[config.mk]
export PLATFORM = sky130hd
export DESIGN_NAME = uart
export DESIGN_NICKNAME = d
export VERILOG_FILES = /design/src/rtl/uart.sv
export SDC_FILE = /design/constraint.sdc
export NUM_CORES = 1
export LEC_CHECK = 0
export CORE_MARGIN = 2
export CORE_UTILIZATION = 25
export CTS_CLUSTER_DIAMETER = 200
export DETAILED_ROUTE_END_ITERATION = 8
export PLACE_DENSITY_LB_ADDON = 0.12
export SETUP_SLACK_MARGIN = 0.15
export SLEW_MARGIN = 20
export SYNTH_ARGS = -nofsm -noshare
export SYNTH_HDL_FRONTEND = slang
export SYNTH_SLANG_ARGS = --single-unit
[constraint.sdc]
create_clock -name clk -period 3.47 [get_ports clk]
set_clock_uncertainty 0.1 [all_clocks]
set_input_delay 1.041 -clock clk [delete_from_list [all_inputs] [get_ports clk]]
set_output_delay 1.041 -clock clk [all_outputs]
set_load 0.02 [all_outputs]
[src/rtl/uart.sv]
// Full-duplex 8N1 UART: 4 ticks per bit, CLOCK_DIVIDE clk cycles per tick.
// Optional macro UART_RX_SYNC_EN inserts a 2-flop synchronizer on rx (+2 cycles latency).
module uart #(
   parameter int CLOCK_DIVIDE = 2604
) (
   input  logic       clk,
   input  logic       rst,
   input  logic       rx,
   output logic       tx,
   input  logic       transmit,
   input  logic [7:0] tx_byte,
   output logic       received,
   output logic [7:0] rx_byte,
   output logic       is_receiving,
   output logic       is_transmitting,
   output logic       recv_error
);

   localparam int DIV_W = $clog2(CLOCK_DIVIDE + 1);
   localparam logic [DIV_W-1:0] DIV_RELOAD = DIV_W'(CLOCK_DIVIDE - 1);
   localparam logic [DIV_W-1:0] DIV_ONE    = DIV_W'(1);

   localparam logic [0:0] TX_IDLE    = 1'b0;
   localparam logic [0:0] TX_SENDING = 1'b1;

   localparam logic [2:0] RX_IDLE        = 3'd0;
   localparam logic [2:0] RX_CHECK_START = 3'd1;
   localparam logic [2:0] RX_READ_BITS   = 3'd2;
   localparam logic [2:0] RX_CHECK_STOP  = 3'd3;
   localparam logic [2:0] RX_WAIT_IDLE   = 3'd4;

   logic rx_s;

`ifdef UART_RX_SYNC_EN
   logic [1:0] rx_sync_q;

   always_ff @(posedge clk) begin
      if (rst) rx_sync_q <= 2'b11;
      else     rx_sync_q <= {rx_sync_q[0], rx};
   end

   assign rx_s = rx_sync_q[1];
`else
   assign rx_s = rx;
`endif

   // Transmitter: 9-bit shift register holds data plus stop bit behind the start bit.
   logic [0:0]       tx_state_q, tx_state_d;
   logic [DIV_W-1:0] tx_div_q, tx_div_d;
   logic [2:0]       tx_tick_q, tx_tick_d;
   logic [3:0]       tx_bits_q, tx_bits_d;
   logic [8:0]       tx_sr_q, tx_sr_d;
   logic             tx_q, tx_d;
   logic             tx_tick_end;

   always_comb begin
      tx_state_d  = tx_state_q;
      tx_div_d    = tx_div_q;
      tx_tick_d   = tx_tick_q;
      tx_bits_d   = tx_bits_q;
      tx_sr_d     = tx_sr_q;
      tx_d        = tx_q;
      tx_tick_end = 1'b0;
      if (tx_state_q == TX_SENDING) begin
         if (tx_div_q == '0) begin
            tx_div_d    = DIV_RELOAD;
            tx_tick_d   = tx_tick_q - 3'd1;
            tx_tick_end = (tx_tick_q == 3'd1);
         end else begin
            tx_div_d = tx_div_q - DIV_ONE;
         end
      end
      case (tx_state_q)
         TX_IDLE: begin
            if (transmit) begin
               tx_sr_d    = {1'b1, tx_byte};
               tx_d       = 1'b0;
               tx_bits_d  = 4'd9;
               tx_div_d   = DIV_RELOAD;
               tx_tick_d  = 3'd4;
               tx_state_d = TX_SENDING;
            end
         end
         default: begin
            if (tx_tick_end) begin
               if (tx_bits_q == 4'd0) begin
                  tx_d       = 1'b1;
                  tx_state_d = TX_IDLE;
               end else begin
                  tx_d      = tx_sr_q[0];
                  tx_sr_d   = {1'b1, tx_sr_q[8:1]};
                  tx_bits_d = tx_bits_q - 4'd1;
                  tx_tick_d = 3'd4;
               end
            end
         end
      endcase
   end

   always_ff @(posedge clk) begin
      if (rst) begin
         tx_state_q <= TX_IDLE;
         tx_div_q   <= '0;
         tx_tick_q  <= 3'd0;
         tx_bits_q  <= 4'd0;
         tx_q       <= 1'b1;
      end else begin
         tx_state_q <= tx_state_d;
         tx_div_q   <= tx_div_d;
         tx_tick_q  <= tx_tick_d;
         tx_bits_q  <= tx_bits_d;
         tx_q       <= tx_d;
      end
   end

   always_ff @(posedge clk) tx_sr_q <= tx_sr_d;

   // Receiver: samples mid-bit; stop_ok marks the extra half-bit wait before completing.
   logic [2:0]       rx_state_q, rx_state_d;
   logic [DIV_W-1:0] rx_div_q, rx_div_d;
   logic [2:0]       rx_tick_q, rx_tick_d;
   logic [2:0]       rx_bits_q, rx_bits_d;
   logic [7:0]       rx_sr_q, rx_sr_d;
   logic [7:0]       rx_byte_q, rx_byte_d;
   logic             stop_ok_q, stop_ok_d;
   logic             received_q, received_d;
   logic             recv_error_q, recv_error_d;
   logic             rx_tick_end;

   always_comb begin
      rx_state_d   = rx_state_q;
      rx_div_d     = rx_div_q;
      rx_tick_d    = rx_tick_q;
      rx_bits_d    = rx_bits_q;
      rx_sr_d      = rx_sr_q;
      rx_byte_d    = rx_byte_q;
      stop_ok_d    = stop_ok_q;
      received_d   = 1'b0;
      recv_error_d = 1'b0;
      rx_tick_end  = 1'b0;
      if (rx_state_q != RX_IDLE && rx_state_q != RX_WAIT_IDLE) begin
         if (rx_div_q == '0) begin
            rx_div_d    = DIV_RELOAD;
            rx_tick_d   = rx_tick_q - 3'd1;
            rx_tick_end = (rx_tick_q == 3'd1);
         end else begin
            rx_div_d = rx_div_q - DIV_ONE;
         end
      end
      case (rx_state_q)
         RX_IDLE: begin
            if (!rx_s) begin
               rx_div_d   = DIV_RELOAD;
               rx_tick_d  = 3'd2;
               rx_state_d = RX_CHECK_START;
            end
         end
         RX_CHECK_START: begin
            if (rx_tick_end) begin
               if (!rx_s) begin
                  rx_tick_d  = 3'd4;
                  rx_bits_d  = 3'd0;
                  rx_state_d = RX_READ_BITS;
               end else begin
                  rx_state_d = RX_IDLE;
               end
            end
         end
         RX_READ_BITS: begin
            if (rx_tick_end) begin
               rx_sr_d   = {rx_s, rx_sr_q[7:1]};
               rx_tick_d = 3'd4;
               if (rx_bits_q == 3'd7) begin
                  stop_ok_d  = 1'b0;
                  rx_state_d = RX_CHECK_STOP;
               end else begin
                  rx_bits_d = rx_bits_q + 3'd1;
               end
            end
         end
         RX_CHECK_STOP: begin
            if (rx_tick_end) begin
               if (stop_ok_q) begin
                  rx_byte_d  = rx_sr_q;
                  received_d = 1'b1;
                  rx_state_d = RX_IDLE;
               end else if (rx_s) begin
                  stop_ok_d = 1'b1;
                  rx_tick_d = 3'd2;
               end else begin
                  recv_error_d = 1'b1;
                  rx_state_d   = RX_WAIT_IDLE;
               end
            end
         end
         RX_WAIT_IDLE: begin
            if (rx_s) rx_state_d = RX_IDLE;
         end
         default: rx_state_d = RX_IDLE;
      endcase
   end

   always_ff @(posedge clk) begin
      if (rst) begin
         rx_state_q   <= RX_IDLE;
         rx_div_q     <= '0;
         rx_tick_q    <= 3'd0;
         rx_bits_q    <= 3'd0;
         rx_byte_q    <= 8'h00;
         stop_ok_q    <= 1'b0;
         received_q   <= 1'b0;
         recv_error_q <= 1'b0;
      end else begin
         rx_state_q   <= rx_state_d;
         rx_div_q     <= rx_div_d;
         rx_tick_q    <= rx_tick_d;
         rx_bits_q    <= rx_bits_d;
         rx_byte_q    <= rx_byte_d;
         stop_ok_q    <= stop_ok_d;
         received_q   <= received_d;
         recv_error_q <= recv_error_d;
      end
   end

   always_ff @(posedge clk) rx_sr_q <= rx_sr_d;

   assign tx              = tx_q;
   assign is_transmitting = (tx_state_q == TX_SENDING);
   assign is_receiving    = (rx_state_q != RX_IDLE);
   assign received        = received_q;
   assign recv_error      = recv_error_q;
   assign rx_byte         = rx_byte_q;

endmodule

Word level (Yosys, flattened, before mapping)
Index checks and enable logic that the tools add are counted.
{ "totals": {"register_bits": 70, "in_bits": 12, "output_inout_bits": 13, "elab_cells": 127} }
{ "classes": {"add_sub_neg": 6, "eq_ne": 19, "muxes": 67, "bitwise": 2, "n_reduce_logical": 18} }
{ "ops": {"columns": ["cell", "count"], "rows": [
  ["$mux W12", 8],
  ["$mux W3", 27],
  ["$mux W9", 4],
  ["$logic_not A12 Y1", 2],
  ["$sub A12 B1 Y12 const B", 2],
  ["$mux W1", 19],
  ["$ne A2 B2 Y1 const B", 9],
  ["$mux W4", 4],
  ["$pmux W3 S5", 1],
  ["$pmux W3 S4", 1],
  ["$eq A3 B1 Y1 const B", 3],
  ["$reduce_and A7 Y1", 1],
  ["$eq A3 B2 Y1 const B", 2],
  ["$eq A3 B3 Y1 const B", 2],
  ["$ne A3 B3 Y1 const B", 2],
  ["$pmux W3 S2", 1],
  ["$reduce_and A3 Y1", 2],
  ["$reduce_bool A2 Y1", 3],
  ["$sub A3 B1 Y3 const B", 2],
  ["$reduce_and A5 Y1", 1],
  ["$logic_not A4 Y1", 1],
  ["$reduce_and A2 Y1", 2],
  ["$reduce_and A4 Y1", 1],
  ["$reduce_or A4 Y1", 1],
  ["10 further kinds", 11]
]} }

Longest topological paths before layout
Gate-level depths: netlist of run 1.
{ "depth": {"word_depth": 7, "ltp_mapped": 8, "mapped_depth_nobuf": 7} }

Least setup slack after synthesis of run 1
No wires, ideal clock.
{ "synth_timing": {"path_type": "reg-to-reg", "startpoint": "register rx_div_q[4]", "endpoint": "register rx_sr_q[0], enable pin", "setup_time_ns": 0.383, "arrival_ns": 2.197, "required_ns": 2.987, "setup_slack_ns": 0.790, "path_stages_with_launch": 5, "path_buffers": 0, "synth_period_minus_slack_ns": 2.680, "cell_sequence": "dfxtp_1 -> or4_4 -> nor4_2 -> nand4_1 -> nor3_1"} }
{ "synth_between": {"elab_chain_cells": 4} }
{ "synth_lines": {"columns": ["element", "line", "source"], "rows": [
  ["start: declaration", "120", "logic [DIV_W-1:0] rx_div_q, rx_div_d;"],
  ["start signal: assignment", "215", "rx_div_q <= rx_div_d;"],
  ["$logic_not A12 Y1", "142", "if (rx_div_q == '0) begin"],
  ["$mux W1", "142", null],
  ["$mux W1", "141", "if (rx_state_q != RX_IDLE && rx_state_q != RX_WAIT_IDLE) begin"],
  ["$reduce_and A2 Y1 (no line)", null, null],
  ["end signal: assignment", "225", "always_ff @(posedge clk) rx_sr_q <= rx_sr_d;"],
  ["end: declaration", "123", "logic [7:0] rx_sr_q, rx_sr_d;"]
]} }
No other way between the ends.
A chain may end at the register's enable or synchronous reset.

Final worst setup path of run 1
{ "layout_timing": {"startpoint": "register rx_state_q[1]", "endpoint": "output port is_receiving"} }
{ "layout_between": {"elab_chain_cells": 1} }
{ "layout_lines": {"columns": ["element", "line", "source"], "rows": [
  ["start: declaration", "119", "logic [2:0] rx_state_q, rx_state_d;"],
  ["start signal: assignment", "214", "rx_state_q <= rx_state_d;"],
  ["$reduce_bool A3 Y1", "229", "assign is_receiving = (rx_state_q != RX_IDLE);"],
  ["end: declaration", "14", "output logic is_receiving,"]
]} }
No other way between the ends.

==> results by group, run 1 <==
Run status
  – Status: finished, final reports clean

STA
  – Slew of the pin with the lowest slew margin: 603 ps
  – RSZ-0062 raised after global routing: no
  – Fin crit period: 2800 ps
  – WHS: 346 ps
  – Relative slew slack: 59.4%
  – Slew Limit Fails: 0
  – Finish-stage setup viols: 0
  – FMAX: 357 MHz
  – Fin crit share: 80.7%
  – Setup TNS: 0 ps
  – Final Hold Viols: 0

Worst setup path
  – Worst Path Buf+Inv: 1
  – CP max-delay cell: clkdlybuf4s50_1
  – Crit. End Element: primary output
  – Crit path max-delay family: buffers and inverters
  – Crit path launch: rx_state_q[1]
  – WP data required: 2330 ps
  – CP arrival: 1660 ps
  – Reg2Reg Setup Slack: 1090 ps
  – CP Launch Type: register
  – Worst-path fanout max: 3
  – Worst r2r src: rx_div_q[4]
  – CP cell instances: or3_1 -> clkdlybuf4s50_1
  – Reg2reg path depth: 5
  – Setup Crit Path Kind: register to primary output
  – Reg-to-reg endpoint: rx_bits_q[0]
  – Max incr delay on CP: 570 ps

Synthesis
  – Post-synth EDFFs: 16
  – Synth cell types: 52
  – Synth area leaders: dfxtp_1, edfxtp_1, xnor2_1
  – Synth area leader: dfxtp_1
  – Register area share after synthesis: 46.9%
  – Post-synth ARST share: 0%
  – Post-Synthesis Cells: 346
  – Syn Std Cell Area: 3290 µm²
  – Net Count, Synth: 369
  – Share of the synthesized area in the top cell type: 32.3%
  – Ys Warns: 0
  – #FFs+latches synth: 69
  – Top_reg_cell synth: dfxtp_1
  – Post-synthesis area per instance: 9.50 µm²

Flow run
  – Max_cap viols: 0

Detailed routing
  – Total Wirelength: 7440 µm
  – DRT antenna net count: 0
  – DRC viols: 0
  – Drt first pass iters: 6
  – Initial DRC count: 157
  – Via Count: 2,528
  – WL/cell: 13.4 µm
  – Vias/cell: 4.55

Hold path
  – Worst Hold Path Cells: 0
  – Hold WC Path Type: register to register
  – Hold path startpoint: rx_sr_q[2]
  – Hold Path Sink: rx_sr_q[1]

Clock tree
  – Hold buffers post-CTS: 0
  – H-tree depth: 3
  – CTS clk-pin slew, worst paths: 50 ps
  – Worst-Skew Late Latency: 340 ps
  – Clock sink count: 69
  – Clk root buf: clkbuf_16
  – Post CTS Setup Buffer Count: 0
  – Longest Clk Path Bufs: 2
  – Post-CTS resize count: 0
  – Num CTS Buffers: 9
  – CTS tree: built

Power
  – Clock power share: 41.8%
  – Sequential share of power: 44.0%
  – Pwr Total: 2.06 mW
  – Maximum vdd ir drop: 0.187 mV
  – Switching Fraction: 27.0%
  – Combinational power share: 14.2%
  – Power Density: 507 nW/µm²
  – Leak pwr: 1.48 nW
  – Psw: 0.555 mW
  – P_int: 1.50 mW

GRT
  – Total grt overflow: 0
  – GR Util All Layers: 11.5%
  – First-pass GRT wire length: 12,900 µm
  – Number of global-route vias before repair: 2,507
  – Initial antenna violation count: 0
  – Pin count of the biggest net entering global routing: 19

Finish
  – Share of cells above drive strength 1: 11.5%
  – Util after Layout: 31.9%
  – Synth-to-layout area growth: 23.4%
  – Ant. Diodes: 0
  – # nets final: 402
  – Fillers: 1,378

Floorplan
  – Cell Rows: 41
  – Num ports: 25
  – Die ar.: 14,100 µm²
  – Die Ht: 119 µm
  – Core area: 12,700 µm²
  – Die W: 119 µm
  – Initial Utilization: 25.8%

Place
  – Post-detail-place hpwl: 5410 µm
  – Port Buf Inserts: 24
  – GP Congestion: 0.769
-- synth_stat cells, types with 2 or more instances --
cell type,number
nand2b_1,9
o31ai_1,4
ha_1,11
edfxtp_1,16
or2_2,3
a211oi_1,6
nand2_1,20
or4_1,3
xnor2_1,18
nor3b_1,5
a21oi_1,22
nor4_1,7
mux2_2,8
o211ai_1,2
clkbuf_1,13
xor2_1,6
and3_1,2
nor2_1,41
or3_1,3
mux2i_1,8
and2_1,2
nor2b_1,4
inv_1,17
dfxtp_1,53
or4_4,2
o21ai_0,9
nand3_1,5
a31oi_1,4
nand4b_1,2
nand4_1,6
nor4b_1,2
nor3_1,12
nand3b_1,2
-- sequential cells by signal (all words and copies together) (netlist names), 4 cells and up --
name	cells
rx_div_q	12
tx_div_q	12
rx_byte	8
rx_sr_q	8
tx_sr_q	8
tx_bits_q	4
-- routing by layer --
| metal | vias up | track usage (%) | part of all wire (%) | wire length, µm |
|---|---|---|---|---|
| met1 | 1193 | 14.9 | 49 | 3640 |
| met4 | 0 | 3.35 | 0.89 | 66 |
| met2 | 25 | 17.7 | 46 | 3430 |
| met5 | - | 0 | 0 | 0 |
| met3 | 6 | 4.25 | 3.9 | 291 |
| li1 | 1304 | - | - | - |
-- stage by stage --
step	setup slack, ps	instances	instance area, µm²
after floorplan	790	346	3290
after global placement	602	540	3780
after detailed placement	570	540	3780
after CTS	642	556	4060
after global routing	598	556	4060
final	671	556	4060
-- logic make-up after synthesis --
family | Yosys count | synth area share, %
AND/OR/NAND/NOR | 137 | 22.5
flip-flops | 69 | 46.9
AO/OA/AOI/OAI | 59 | 11.4
buffers and inverters | 30 | 3.43
XOR/XNOR | 24 | 6.40
multiplexers | 16 | 5.18
adder cells (fa/ha/maj) | 11 | 4.19
-- power by group through the flow --
stage	registers (mW)	clock network, mW	logic [mW]
floorplan	0.916	0	0.211
global placement	0.922	0	0.295
detailed placement	0.923	0	0.293
CTS	0.906	0.896	0.295
global route	0.912	0.928	0.330
finish	0.905	0.859	0.291
-- cells in the final DEF (no fill, tap or decap), types with 3 or more instances in the layout --
cell type	synthesis	layout
nor2_1	41	41
or2_2	3	3
nor2b_1	4	4
nor3_1	12	12
o21ai_0	9	9
xor2_1	6	6
nand2_1	20	20
inv_1	17	17
or3_1	3	3
buf_4	0	11
a21oi_1	22	22
o31ai_1	4	4
clkdlybuf4s50_1	0	24
or4_1	3	3
ha_1	11	11
nand3_1	5	5
clkbuf_16	0	9
a31oi_1	4	4
nor3b_1	5	5
nor4_1	7	7
nand2b_1	9	9
dfxtp_1	53	53
edfxtp_1	16	16
nand4_1	6	6
mux2_2	8	8
a211oi_1	6	6
xnor2_1	18	18
mux2i_1	8	8
-- how the worst max path moves through the flow --
| stage | cells after the start | slack (ps) | endpoint |
|---|---|---|---|
| after floorplan | 4 | 790 | rx_sr_q[0] |
| after global placement | 4 | 600 | rx_tick_q[2] |
| after detailed placement | 4 | 570 | rx_tick_q[2] |
| after CTS | 2 | 640 | is_receiving |
| after global routing | 2 | 600 | is_receiving |
| final | 2 | 670 | is_receiving |
-- final cells by class --
class	instances	area [µm²]	share of cell area, %
well taps	172	215	5.31
repair buffers	35	323	7.96
clock buffers	11	243	5.98
flip-flops and latches	69	1540	38.0
multi-input cells	247	1630	40.3
inverters	17	63.8	1.57
clock inverters	5	37.5	0.925
No activity file was read; power rests on OpenSTA's default activity.
==> inputs of run 2 (changes only) <==
- clock period: 3.47 -> 2.9 ns (I/O delays scaled with it)
==> run 2 against run 1 <==
Compared with the run above: combinational power increased by 23%; highest routed layer unchanged; cell count grew 0.72%; critical endpoint unchanged; register-to-register slack lost 560 ps; setup slack worse by 400 ps; clock power is 32% higher; core utilization up 0.48 points; cell area increased by 1.5%; routed wire length increased by 0.89%; global-route usage hardly changed; die area stayed put; worst hold slack improved by 4.1 ps; non-clock buffer count rose by 4.
==> results by group, run 2 (same netlist as run 1, synthesis figures left out) <==
Hold path
  – Worst Hold Path Cells: 0 (unchanged)
  – Hold WC Path Type: register to register (unchanged)

Floorplan
  – Cell Rows: 41 (unchanged)
  – Die Ht: 119 µm (unchanged)
  – Num ports: 25 (unchanged)
  – Die ar.: 14,100 µm² (unchanged)
  – Core area: 12,700 µm² (unchanged)
  – Initial Utilization: 25.8% (unchanged)
  – Die W: 119 µm (unchanged)

Clock tree
  – Clk root buf: clkbuf_16 (unchanged)
  – Worst-Skew Late Latency: 340 ps (about the same)
  – Hold buffers post-CTS: 0 (unchanged)
  – Clock sink count: 69 (unchanged)
  – Longest Clk Path Bufs: 2 (unchanged)
  – CTS tree: built (unchanged)
  – Post CTS Setup Buffer Count: 0 (unchanged)
  – Post-CTS resize count: 0 (unchanged)
  – H-tree depth: 3 (unchanged)
  – CTS clk-pin slew, worst paths: 50 ps (about the same)
  – Num CTS Buffers: 9 (unchanged)

Detailed routing
  – WL met1: 3490 µm (was 3640 µm)
  – Vias/cell: 4.61 (was 4.55)
  – Total Wirelength: 7500 µm (was 7440 µm)
  – DRC viols: 0 (unchanged)
  – DRT antenna net count: 0 (unchanged)
  – Drt first pass iters: 4 (was 6)
  – Initial DRC count: 122 (was 157)
  – Via Count: 2,582 (was 2,528)
  – Routed met3 length: 340 µm (was 291 µm)
  – DR top layer: met4 (unchanged)
  – WL/cell: 13.4 µm (about the same)
  – Met2 wire length: 3520 µm (was 3430 µm)

Power
  – Leak pwr: 1.51 nW (was 1.48 nW)
  – Power Density: 624 nW/µm² (was 507 nW/µm²)
  – Pwr Total: 2.57 mW (was 2.06 mW)
  – Maximum vdd ir drop: 0.322 mV (was 0.187 mV)

Finish
  – Synth-to-layout area growth: 25.3% (was 23.4%)
  – Most frequent cells in the layout: dfxtp_1, nor2_1, clkdlybuf4s50_1, a21oi_1, nand2_1 (unchanged)
  – Share of cells above drive strength 1: 12.6% (was 11.5%)
  – Util after Layout: 32.4% (was 31.9%)
  – Largest regs: rx_div_q: 12 flops, tx_div_q: 12 flops (unchanged)
  – # nets final: 406 (was 402)
  – Ant. Diodes: 0 (unchanged)
  – Commonest non-fill, non-tap cell in the layout: dfxtp_1 (unchanged)

GRT
  – Pin count of the biggest net entering global routing: 23 (was 19)
  – Number of global-route vias before repair: 2,543 (was 2,507)
  – Initial antenna violation count: 0 (unchanged)
  – GR Util All Layers: 11.5% (about the same)
  – Total grt overflow: 0 (unchanged)
  – First-pass GRT wire length: 12,700 µm (was 12,900 µm)

Worst setup path
  – CP arrival: 1660 ps (about the same)
  – Crit. End Element: primary output (unchanged)
  – Reg2reg path depth: 5 (unchanged)
  – CP Launch Type: register (unchanged)
  – Worst-path fanout max: 3 (unchanged)
  – Setup Crit Path Kind: register to primary output (unchanged)
  – WP data required: 1930 ps (was 2330 ps)

Place
  – Post-detail-place hpwl: 5430 µm (was 5410 µm)
  – GP Congestion: 0.811 (was 0.769)
  – Port Buf Inserts: 24 (unchanged)

Flow run
  – Max_cap viols: 0 (unchanged)

STA
  – RSZ-0062 raised after global routing: no (unchanged)
  – Slew Limit Fails: 0 (unchanged)
  – Finish-stage setup viols: 0 (unchanged)
  – Final Hold Viols: 0 (unchanged)
  – FMAX: 381 MHz
  – Fin crit share: 90.6%
  – Slew of the pin with the lowest slew margin: 559 ps (was 603 ps)
  – Relative slew slack: 62.4% (was 59.4%)
  – Setup TNS: 0 ps (unchanged)
  – Fin crit period: 2630 ps

Run status
  – Status: finished, final reports clean (unchanged)
-- run 2: cell count changes in the layout (fill, tap and decap cells not counted) --
cell | previous run | this run
bufinv_16 | 0 | 1
buf_4 | 11 | 15
clkinv_4 | 2 | 1
clkbuf_1 | 1 | 0
clkbuf_8 | 1 | 2
-- run 2: path summary, 6_finish.rpt --
| check | startpoint | end | slack, ps |
|---|---|---|---|
| max reg2reg | rx_div_q[4] | rx_bits_q[2] | 530 |
| min reg2reg | rx_sr_q[7] | rx_sr_q[6] | 350 |
| min | rx_sr_q[7] | rx_sr_q[6] | 350 |
| max | rx_state_q[0] | is_receiving | 270 |
-- run 2: per-layer routing --
metal	vias to the layer above	track usage, %
li1	1308	-
met2	45	18.3
met1	1213	13.9
met5	-	0
met3	16	4.39
met4	0	4.46
-- run 2: cell type report --
cell class	count	area [µm²]
Clock inverter	5	58.8
Fill cell	1387	8600
Clock buffer	11	253
Timing Repair Buffer	39	353
Inverter	17	63.8
Multi-Input combinational cell	247	1630
Sequential cell	69	1540
Tap cell	172	215
-- run 2: critical path, cell delays in order, from the launching register on --
cell and delay [ps]:
dfxtp_1 300, or3_1 440, clkdlybuf4s50_1 570
-- run 2: through the flow --
stage | worst slack [ps] | hold slack (ps) | cell area, µm² | cells
final | 274 | 351 | 4120 | 560
after global routing | 218 | 363 | 4120 | 560
after CTS | 250 | 355 | 4120 | 560
after detailed placement | 389 | 335 | 3810 | 544
after global placement | 426 | 338 | 3810 | 544
after floorplan | 220 | 326 | 3290 | 346
-- run 2: report_power, final --
| group | switching [mW] | internal (mW) |
|---|---|---|
| Combinational | 0.195 | 0.162 |
| Sequential | 0.0473 | 1.04 |
| Clock | 0.418 | 0.712 |
| Total | 0.660 | 1.91 |
